$ cat src/rtl/fetch_issue_unit.sv
// fetch_issue_unit
//   Pops fetch-address queue entries and issues them as ICache read requests.
//   The unit tracks in-flight requests in order and buffers the ICache
//   responses. It delivers {vaddr, mask, instruction words} packets to the
//   instruction buffer under a valid/ready handshake. On a flush it discards
//   the responses to requests that were issued before the flush.
//
//   Optional build macro: FETCH_ISSUE_BYPASS_EN. When defined, a response that
//   arrives while the response buffer is empty is forwarded combinationally to
//   the ib_* outputs in the same cycle.
//
// Ports
//   clk, rst              clock, synchronous active-high reset
//   flush_i               pipeline flush / redirect
//   faq_*                 fetch address queue head (nempty, vaddr, slot mask) and pop
//   ic_req_*              ICache request (valid/ready, vaddr)
//   ic_rsp_*              ICache response (valid, data), in order, cannot be stalled
//   ib_*                  packet to instruction buffer (valid/ready, vaddr, mask, inst)
module fetch_issue_unit #(
  parameter int FETCH_WIDTH     = 4,
  parameter int VALEN           = 32,
  parameter int INST_WIDTH      = 32,
  parameter int MAX_OUTSTANDING = 2
) (
  input  logic                              clk,
  input  logic                              rst,
  input  logic                              flush_i,
  input  logic                              faq_nempty_i,
  input  logic [VALEN-1:0]                  faq_vaddr_i,
  input  logic [FETCH_WIDTH-1:0]            faq_valid_i,
  output logic                              faq_pop_o,
  output logic                              ic_req_valid_o,
  input  logic                              ic_req_ready_i,
  output logic [VALEN-1:0]                  ic_req_vaddr_o,
  input  logic                              ic_rsp_valid_i,
  input  logic [FETCH_WIDTH*INST_WIDTH-1:0] ic_rsp_data_i,
  output logic                              ib_valid_o,
  input  logic                              ib_ready_i,
  output logic [VALEN-1:0]                  ib_vaddr_o,
  output logic [FETCH_WIDTH-1:0]            ib_mask_o,
  output logic [FETCH_WIDTH*INST_WIDTH-1:0] ib_inst_o
);

  localparam int CW = $clog2(MAX_OUTSTANDING + 1);
  localparam int PW = (MAX_OUTSTANDING > 1) ? $clog2(MAX_OUTSTANDING) : 1;
  localparam int DW = FETCH_WIDTH * INST_WIDTH;

  logic [CW-1:0]          inflight, buffered, drop;

  logic [VALEN-1:0]       trk_vaddr [MAX_OUTSTANDING];
  logic [FETCH_WIDTH-1:0] trk_mask  [MAX_OUTSTANDING];
  logic [PW-1:0]          trk_wr, trk_rd;

  logic [VALEN-1:0]       buf_vaddr [MAX_OUTSTANDING];
  logic [FETCH_WIDTH-1:0] buf_mask  [MAX_OUTSTANDING];
  logic [DW-1:0]          buf_data  [MAX_OUTSTANDING];
  logic [PW-1:0]          buf_wr, buf_rd;

  logic credit_ok, issue, rsp_drop, rsp_live, rsp_take;
  logic buf_nempty, bypass, buf_push, buf_pop;

  function automatic logic [PW-1:0] ptr_inc(input logic [PW-1:0] p);
    return (p == PW'(MAX_OUTSTANDING - 1)) ? '0 : p + PW'(1);
  endfunction

  // Credits cover both the in-flight requests and the held responses, so the
  // response buffer can never overflow.
  assign credit_ok      = ({1'b0, inflight} + {1'b0, buffered}) < (CW+1)'(MAX_OUTSTANDING);
  assign ic_req_valid_o = ~rst & ~flush_i & faq_nempty_i & credit_ok;
  assign faq_pop_o      = ic_req_valid_o & ic_req_ready_i;
  assign ic_req_vaddr_o = faq_vaddr_i;
  assign issue          = faq_pop_o;

  // A live response belongs to a request that was not flushed. A response
  // that arrives with nothing in flight and nothing to drop is ignored.
  assign rsp_drop   = ic_rsp_valid_i & (drop != '0);
  assign rsp_live   = ic_rsp_valid_i & (drop == '0) & (inflight != '0);
  assign rsp_take   = rsp_live & ~flush_i & ~rst;
  assign buf_nempty = (buffered != '0);

`ifdef FETCH_ISSUE_BYPASS_EN
  assign bypass = rsp_take & ~buf_nempty;
`else
  assign bypass = 1'b0;
`endif

  assign buf_push   = rsp_take & ~(bypass & ib_ready_i);
  assign buf_pop    = buf_nempty & ib_ready_i & ~flush_i & ~rst;
  assign ib_valid_o = ~rst & ~flush_i & (buf_nempty | bypass);
  assign ib_vaddr_o = bypass ? trk_vaddr[trk_rd] : buf_vaddr[buf_rd];
  assign ib_mask_o  = bypass ? trk_mask[trk_rd]  : buf_mask[buf_rd];
  assign ib_inst_o  = bypass ? ic_rsp_data_i     : buf_data[buf_rd];

  always_ff @(posedge clk) begin
    if (rst) begin
      inflight <= '0;
      buffered <= '0;
      drop     <= '0;
      trk_wr   <= '0;
      trk_rd   <= '0;
      buf_wr   <= '0;
      buf_rd   <= '0;
    end else if (flush_i) begin
      // Requests still in flight become drops, except one whose response is
      // being discarded in this very cycle.
      drop     <= inflight - CW'(rsp_live);
      inflight <= '0;
      buffered <= '0;
      trk_wr   <= '0;
      trk_rd   <= '0;
      buf_wr   <= '0;
      buf_rd   <= '0;
    end else begin
      if (issue)    trk_wr <= ptr_inc(trk_wr);
      if (rsp_take) trk_rd <= ptr_inc(trk_rd);
      if (buf_push) buf_wr <= ptr_inc(buf_wr);
      if (buf_pop)  buf_rd <= ptr_inc(buf_rd);
      if (rsp_drop) drop   <= drop - CW'(1);
      inflight <= inflight + CW'(issue) - CW'(rsp_take);
      buffered <= buffered + CW'(buf_push) - CW'(buf_pop);
    end
  end

  // Storage needs no reset; occupancy is governed by the pointers and counters.
  always_ff @(posedge clk) begin
    if (issue) begin
      trk_vaddr[trk_wr] <= faq_vaddr_i;
      trk_mask[trk_wr]  <= faq_valid_i;
    end
    if (buf_push) begin
      buf_vaddr[buf_wr] <= trk_vaddr[trk_rd];
      buf_mask[buf_wr]  <= trk_mask[trk_rd];
      buf_data[buf_wr]  <= ic_rsp_data_i;
    end
  end

endmodule

$ cat config.mk
export PLATFORM = sky130hd
export DESIGN_NAME = fetch_issue_unit
export DESIGN_NICKNAME = d
export VERILOG_FILES = /design/src/rtl/fetch_issue_unit.sv
export SDC_FILE = /design/constraint.sdc
export NUM_CORES = 1
export LEC_CHECK = 0
export ABC_CLOCK_PERIOD_IN_PS = 16900
export CORE_ASPECT_RATIO = 0.5
export CORE_MARGIN = 1.5
export CORE_UTILIZATION = 45
export DETAILED_ROUTE_END_ITERATION = 8
export DONT_BUFFER_PORTS = 1
export HOLD_SLACK_MARGIN = 0.08
export MAX_ROUTING_LAYER = met4
export PLACE_DENSITY = 0.61
export SKIP_CTS_REPAIR_TIMING = 1
export SLEW_MARGIN = 25
export SYNTH_ARGS = -nofsm -noshare
export SYNTH_HDL_FRONTEND = slang
export SYNTH_SLANG_ARGS = --single-unit
$ cat constraint.sdc
create_clock -name clk -period 16.9 [get_ports clk]
set_input_delay 0.845 -clock clk [delete_from_list [all_inputs] [get_ports clk]]
set_output_delay 0.845 -clock clk [all_outputs]
set_load 0.005 [all_outputs]
* Word level (Yosys, flattened, before mapping)
Memories as Yosys holds them, arrays and structs flattened. A register that Yosys moved wholly into a read port is not among the register bits. Index checks and enable logic that the tools add are counted.
Storage, ports and cells: register bits after elaboration 10, latch bits 0, bits in writable memories 400, memory bits (read-only) 0, memories 5
Memories:
- buf_data | words 2, bits a word 128, rd ports 1, clocked after memory_dff 1, wr ports 1, RTL line 56 | logic [DW-1:0] buf_data [MAX_OUTSTANDING];
- buf_vaddr | words 2, bits a word 32, rd ports 1, clocked after memory_dff 1, wr ports 1, RTL line 54 | logic [VALEN-1:0] buf_vaddr [MAX_OUTSTANDING];
- trk_vaddr | words 2, bits a word 32, rd ports 1, clocked after memory_dff 1, wr ports 1, RTL line 50 | logic [VALEN-1:0] trk_vaddr [MAX_OUTSTANDING];
- buf_mask | words 2, bits a word 4, rd ports 1, clocked after memory_dff 1, wr ports 1, RTL line 55 | logic [FETCH_WIDTH-1:0] buf_mask [MAX_OUTSTANDING];
- trk_mask | words 2, bits a word 4, rd ports 1, clocked after memory_dff 1, wr ports 1, RTL line 51 | logic [FETCH_WIDTH-1:0] trk_mask [MAX_OUTSTANDING];
Cells by class: add/subtract/negate cells 11, $mul 0, div/mod/pow operators 0, order comparisons 1, equality and inequality tests 0, shift-type cells 0, multiplexer cells 20, bitwise operators 15, reduce and logical (&&, ||, !) cells 6
Operators with widths (count):
- two-way mux 1 bit | 18
- AND 1 bit | 13
- nonzero test 2 bit | 4
- subtractor 2 x 1 -> 2 bit | 3
- adder 1 bit, second input constant | 4
- adder 2 x 1 -> 2 bit | 2
- two-way mux 2 bit | 2
- adder 2 x 2 -> 3 bit | 1
- less-than comparator 3 x 2 -> 1 bit, second input constant | 1
- zero test 2 bit | 1
- inverter 1 bit | 2
- OR reduction 2 bit | 1
- subtractor 2 x 1 -> 2 bit, second input constant | 1

* Logic depth before layout (Yosys ltp)
Gate-level depths: netlist of run 1.
word-level depth 7, gate-level depth with buffers 11

* Worst setup path after synthesis of run 1
No wires, ideal clock.
path type input-to-reg, start point input flush_i, end point memory buf_data[0][0] (netlist bit) (enable), data arrival time 8435 ps, slack 7771 ps, cell stages on the path 5, path buffers 2, cell sequence or2_1 > buf_6 > or2_1 > buf_6 > nor2_1
On the way: word-level cells in the longest chain between the ends 5
RTL lines:
- from (decl) | RTL line 27 | input logic flush_i,
- inverter 1 bit | RTL line 78 | assign rsp_take = rsp_live & ~flush_i & ~rst;
- AND 1 bit (2 in series) | RTL line 78
- two-way mux 1 bit | RTL line 130 | if (buf_push) begin
- two-way mux 1 bit (not written as such) | RTL line 133 | buf_data[buf_wr] <= ic_rsp_data_i;
- to (decl) | RTL line 56
No other way between the ends.

==> run_results.csv, run 1 <==
group,metric,value,unit
status,status,"complete, no violations",
placement,numPortBuffers,0,
clock_network,cts_root_buf,"clkbuf_16",
pwr,p_per_area,117,nW/um^2
synthesis,syn_avg_cell_area,21.0,um^2
pwr,power,1970,uW
global_route,grt_pass1_wl,41800,um
floorplanning,fp.dieW,264,um
sta,max_freq,253,MHz
setup_path,path_cells,"buf_6 > buf_4 > mux2_2",
sta,slew_headroom,0.321,
sta,finalCritPeriodShare,0.234,
cells_and_area,num-fill-cells,2585,
setup_path,cpLargestDelayFamily,"buffers and inverters",
synthesis,yosysWarnings,0,
drt,drt_iter0_drc,448,
global_route,grt_start_max_net_pins,81,
global_route,first_global_vias,6524,
pwr,seq_power_share,0.569,
cells_and_area,final_common_cell,"edfxtp_1",
floorplanning,die_h,133,um
placement,dp_hpwl,18800,um
sta,rsz0062_at_grt,"no",
clock_network,htree_num_levels,2,
floorplanning,ios,370,
drt,viasPerCell,5.26,
setup_path,reg2reg_to,"buf_data[0][32]$_DFFE_PP_",
placement,dpl-instance-area,15600,um^2
synthesis,synth_seq_cells,412,
pwr,clkPwrFrac,0.427,
pwr,p_comb_frac,0.004,
min_path,min_path_cells,1,
cells_and_area,utilization,0.505,
synthesis,syn_area,15300,um^2
pwr,intPower,1610,uW
synthesis,ys_seq_area_frac,0.802,
cells_and_area,antenna_cells,0,
drt,drt_first_pass_iters,4,
pwr,p_sw_frac,0.184,
drt,ant_nets,0,
floorplanning,num_rows,47,
drt,num_vias,6260,
global_route,grt_usage,0.166,
cells_and_area,mostFrequentLayoutCells,"400 x edfxtp_1, 200 x mux2_2, 39 x clkbuf_16",
drt,avgRoutedWirePerCell,24.4,um
cells_and_area,finalNetCount,897,
setup_path,reg2reg_depth,7,
setup_path,critPathArrivalTime,3.10,ns
clock_network,worstSkewPairLatency,0.52,ns
floorplanning,dieArea,35100,um^2
sta,setup_tns,0,ns
synthesis,synth_cell_type_count,32,
setup_path,crit_buf_inv,2,
setup_path,crit_slowest_cell,"buf_4",
pwr,p_switching,363,uW
cells_and_area,area_delta_synth_final,9.99,%
setup_path,start_kind,"register",
floorplanning,core-area,33200,um^2
sta,whs,0.390,ns
sta,hold_violations,0,
placement,gp_congestion,0.821,
synthesis,synth_area_leaders,"edfxtp_1 79%, mux2_2 15%, dfxtp_1 1.6%",
sta,setup_viol,0,
clock_network,cts_tree,"built",
setup_path,path_class,"reg -> out",
min_path,holdCritStartpoint,"rst",
synthesis,synth_top_area_share,0.787,
drt,drc,0,
setup_path,crit_fanout,80,
setup_path,reg2reg_from,"drop[0]$_SDFFE_PP0P_",
clock_network,cts_sinks,412,
sta,fin_worst_skew,0.0114,ns
synthesis,synthCells,727,
clock_network,cts_buffer_depth,3,
drt,wirelength,29000,um
synthesis,yosysTopAreaCell,"edfxtp_1",
pwr,leakagePower,0.00526,uW
global_route,grt_overflow,0,
setup_path,r2r_setup_slack,13.73,ns
setup_path,crit_required,16.06,ns
sta,finalCriticalPeriod,3.95,ns
setup_path,crit_path_end_kind,"output pin",
setup_path,worst_path_largest_cell_delay,0.92,ns
min_path,hp-class,"in -> reg",
cells_and_area,final_layout_size_suffix_gt1_frac,0.370,
cells_and_area,finalInstanceArea,16800,um^2
min_path,worstHoldEndpoint,"drop[1]$_SDFFE_PP0P_",
run,maxCapViolCount,0,
floorplanning,start_util,0.460,
clock_network,clkTransAtPathRegs,0.06,ns
clock_network,cts_buffers,38,
sta,maxSlewViolCount,0,
synthesis,syn-num-nets,904,
sta,tightest_slew,1.02,ns
global_route,antenna_found_initial,0,
pwr,ir_worst_vdd,0.0568,mV
-- registers in the layout, indices dropped and copies added (netlist names), named ones only --
register	flops
trk_vaddr	64
trk_rd	1
drop	2
buf_wr	1
buf_data	256
buffered	2
trk_mask	8
buf_mask	8
buf_rd	1
trk_wr	1
buf_vaddr	64
inflight	2
-- cell type report --
type                       instances  area [um^2]  share of cell area
clock buffer                      42          987              0.0588
clock inverter                    26          234              0.0139
inverter                           7         26.3             0.00156
multi-input combinational        252         2650               0.158
sequential                       412        12300               0.730
tap                              441          552              0.0329
timing repair buffer               9         91.3             0.00544
-- per-layer routing --
layer,wire [um],share of wire,global-route usage,vias up
met4,648,0.022,0.0501,0
met3,1320,0.046,0.0403,44
met2,15800,0.55,0.296,132
li1,-,-,-,2792
met1,11200,0.39,0.186,3292
met5,0,0,-,-
-- metrics by stage --
stage	setup WS, ns	cells
finish	12.95	1189
global route	12.77	1189
CTS	12.88	1189
detailed placement	13.27	1121
global placement	13.10	1120
floorplan	7.77	727
-- worst max-delay path by stage --
stage             start                         to  slack (ns)  depth (start not counted)
6_report       register             ib_inst_o[127]       12.95                          3
3_5_place_dp    flush_i  buf_data[0][19]$_DFFE_PP_       13.27                          5
2_1_floorplan   flush_i   buf_data[0][0]$_DFFE_PP_        7.77                          5
3_3_place_gp    flush_i  buf_data[0][12]$_DFFE_PP_       13.10                          4
5_1_grt        register             ib_inst_o[127]       12.77                          3
4_1_cts        register             ib_inst_o[106]       12.88                          3
-- power by group through the flow --
stage	sequential, uW	clock (uW)	combinational [uW]
after floorplan	1140	0	12.2
after global placement	1140	0	7.51
after detailed placement	1140	0	7.76
after CTS	1120	864	7.82
after global routing	1120	904	8.49
final	1120	842	7.58
-- cells by family (layout without fill, tap and decap cells) --
kind of cell,Yosys count,after routing,synth area share
flip-flops,412,412,0.802
XOR/XNOR,6,6,0.00393
AND/OR/NAND/NOR,29,29,0.00942
adder cells (fa/ha/maj),6,6,0.00541
multiplexers,201,201,0.148
buffers and inverters,63,84,0.0261
AO/OA/AOI/OAI,10,10,0.00459
-- Yosys cell counts --
master	instances
nand2_1	2
dfxtp_1	12
o211ai_1	1
edfxtp_1	400
buf_2	21
and2_1	4
nor3_1	1
or2_1	2
nor3b_1	1
fa_1	1
o21ai_2	1
xor2_1	3
xnor2_1	2
xnor2_2	1
buf_4	32
a311o_2	1
clkbuf_1	1
nand2b_1	1
and3_1	2
o21ai_0	3
a211oi_1	2
buf_6	2
a21oi_1	1
nand3_1	1
ha_1	5
mux2_2	200
nor2_1	13
inv_1	7
mux2i_1	1
nand4_1	1
or3_2	1
o21a_1	1
(Power assumes the default switching activity.)
==> run 2: changes to the inputs <==
- ABC_CLOCK_PERIOD_IN_PS: 16900 -> 4100
- clock period: 16.9 -> 4.1 ns (I/O delays scaled with it)
==> run 2 against run 1 <==
- global-route usage decreased by 0.61 points
- count of clock-buffer cells in the layout increased by 7
- critical path depth increased by 3
- via count increased by 9.2%
- non-clock buffer count increased by 173
- clock power increased to 3.9 times the previous value
- sequential cell count unchanged
- hold slack got worse by 0.080 ns
- routed wire length decreased by 0.61%
- core utilization increased by 5.1 points
- power increased to 4.1 times the previous value
- sequential power increased to 4.1 times the previous value
- critical path type is now reg -> reg
- critical endpoint is now trk_mask[1][0]$_DFFE_PP_
==> run_results.csv, run 2 (synthesis gave the netlist of run 1 again) <==
group,metric,value,unit
cells_and_area,num-fill-cells,2465,
pwr,leakagePower,0.00595,uW
drt,drc,0,
drt,wirelength,28800,um
sta,fin_worst_skew,0.0180,ns
setup_path,reg2reg_to,"trk_mask[1][0]$_DFFE_PP_",
cells_and_area,register_area,12300,um^2
sta,hold_violations,0,
sta,maxSlewViolCount,0,
status,status,"complete, no violations",
pwr,power,8120,uW
setup_path,crit_fanout,24,
floorplanning,die_h,133,um
drt,num_vias,6839,
sta,setup_viol,0,
cells_and_area,final_common_cell,"edfxtp_1",
placement,numPortBuffers,0,
global_route,grt_start_max_net_pins,165,
clock_network,cts_buffer_depth,3,
drt,avgRoutedWirePerCell,21.2,um
setup_path,worst_path_largest_cell_delay,0.67,ns
setup_path,start_kind,"register",
sta,tightest_slew,1.27,ns
setup_path,cp-startpoint,"inflight[0]$_SDFF_PP0_",
cells_and_area,utilization,0.556,
cells_and_area,mostFrequentLayoutCells,"400 x edfxtp_1, 200 x mux2_2, 173 x dlygate4sd3_1",
setup_path,crit_required,4.33,ns
floorplanning,fp.dieW,264,um
cells_and_area,largest_reg_flops,256,
setup_path,path_class,"reg -> reg",
cells_and_area,multiInputGateArea,2650,um^2
placement,dp_hpwl,18300,um
drt,ant_nets,0,
min_path,hp-class,"in -> reg",
clock_network,cts_buffers,37,
cells_and_area,largest_register,"buf_data",
cells_and_area,final_layout_size_suffix_gt1_frac,0.292,
setup_path,reg2reg_depth,6,
sta,whs,0.310,ns
clock_network,cts_tree,"built",
global_route,grt_usage,0.160,
cells_and_area,reg.largest.list,"buf_data (256), buf_vaddr (64), trk_vaddr (64)",
floorplanning,start_util,0.460,
setup_path,path_cells,"and2_1 > fa_1 > nor2_1 > nand4_1 > nor2_4 > buf_4",
clock_network,cts_root_buf,"clkbuf_16",
setup_path,crit_buf_inv,1,
floorplanning,num_rows,47,
drt,drt_iter0_drc,330,
global_route,grt_pass1_wl,40300,um
setup_path,r2r_setup_slack,1.31,ns
clock_network,cts_sinks,412,
global_route,antenna_found_initial,0,
min_path,holdCritStartpoint,"ic_req_ready_i",
floorplanning,ios,370,
sta,setup_tns,0,ns
sta,finalCriticalPeriod,2.79,ns
clock_network,clkTransAtPathRegs,0.07,ns
run,maxCapViolCount,0,
setup_path,crit_path_end_kind,"register",
cells_and_area,area_delta_synth_final,21.1,%
pwr,p_per_area,439,nW/um^2
sta,max_freq,358,MHz
clock_network,worstSkewPairLatency,0.52,ns
sta,rsz0062_at_grt,"no",
floorplanning,dieArea,35100,um^2
drt,viasPerCell,5.04,
sta,finalCritPeriodShare,0.681,
setup_path,critPathArrivalTime,3.02,ns
setup_path,reg2reg_from,"inflight[0]$_SDFF_PP0_",
floorplanning,core-area,33200,um^2
global_route,first_global_vias,6363,
drt,drt_first_pass_iters,4,
sta,slew_headroom,0.155,
min_path,worstHoldEndpoint,"trk_vaddr[0][1]$_DFFE_PP_",
setup_path,crit_slowest_cell,"nor2_4",
cells_and_area,antenna_cells,0,
min_path,min_path_cells,2,
clock_network,htree_num_levels,2,
cells_and_area,finalNetCount,1069,
global_route,grt_overflow,0,
pwr,ir_worst_vdd,0.221,mV
placement,gp_congestion,0.781,
setup_path,cpLargestDelayFamily,"simple AND/OR/NAND/NOR gates",
==> run 2: power breakdown <==
group	internal, uW	switching (uW)	leakage, uW	total [uW]
Combinational	124	70.2	0.00170	194
Sequential	4620	3.82	0.00370	4620
Clock	1870	1430	0.000561	3300
==> run 2: how the worst max path moves through the flow <==
stage / cells after the start / slack, ns / to
after global routing: 6 / 1.09 / trk_vaddr[1][31]$_DFFE_PP_
after floorplan: 6 / 0.22 / buf_data[0][0]$_DFFE_PP_
after global placement: 6 / 1.35 / trk_mask[0][1]$_DFFE_PP_
final: 6 / 1.31 / trk_mask[1][0]$_DFFE_PP_
after detailed placement: 6 / 1.24 / trk_mask[1][1]$_DFFE_PP_
after CTS: 6 / 1.24 / trk_mask[1][0]$_DFFE_PP_
==> run 2: layout make-up <==
| cell class | instances | share of cell area |
|---|---|---|
| inverter | 7 | 0.00142 |
| sequential | 412 | 0.663 |
| clock buffer | 49 | 0.0548 |
| clock inverter | 15 | 0.00684 |
| multi-input combinational | 252 | 0.143 |
| tap | 441 | 0.0299 |
| timing repair buffer | 182 | 0.101 |
==> run 2: per-layer routing <==
layer  global-route usage  up-vias  wire length, um
met1                0.168     3538            10600
met2                0.298      132            16500
met4               0.0488        0              513
li1                     -     3128                -
met3               0.0396       41             1210
met5                    -        -                0
==> run 2: per-stage QoR <==
step	cells	area [um^2]	worst slack, ns
after floorplan	727	15300	0.217
after global placement	1121	15600	1.35
after detailed placement	1121	15600	1.24
after CTS	1185	16800	1.24
after global routing	1358	18500	1.09
final	1358	18500	1.31
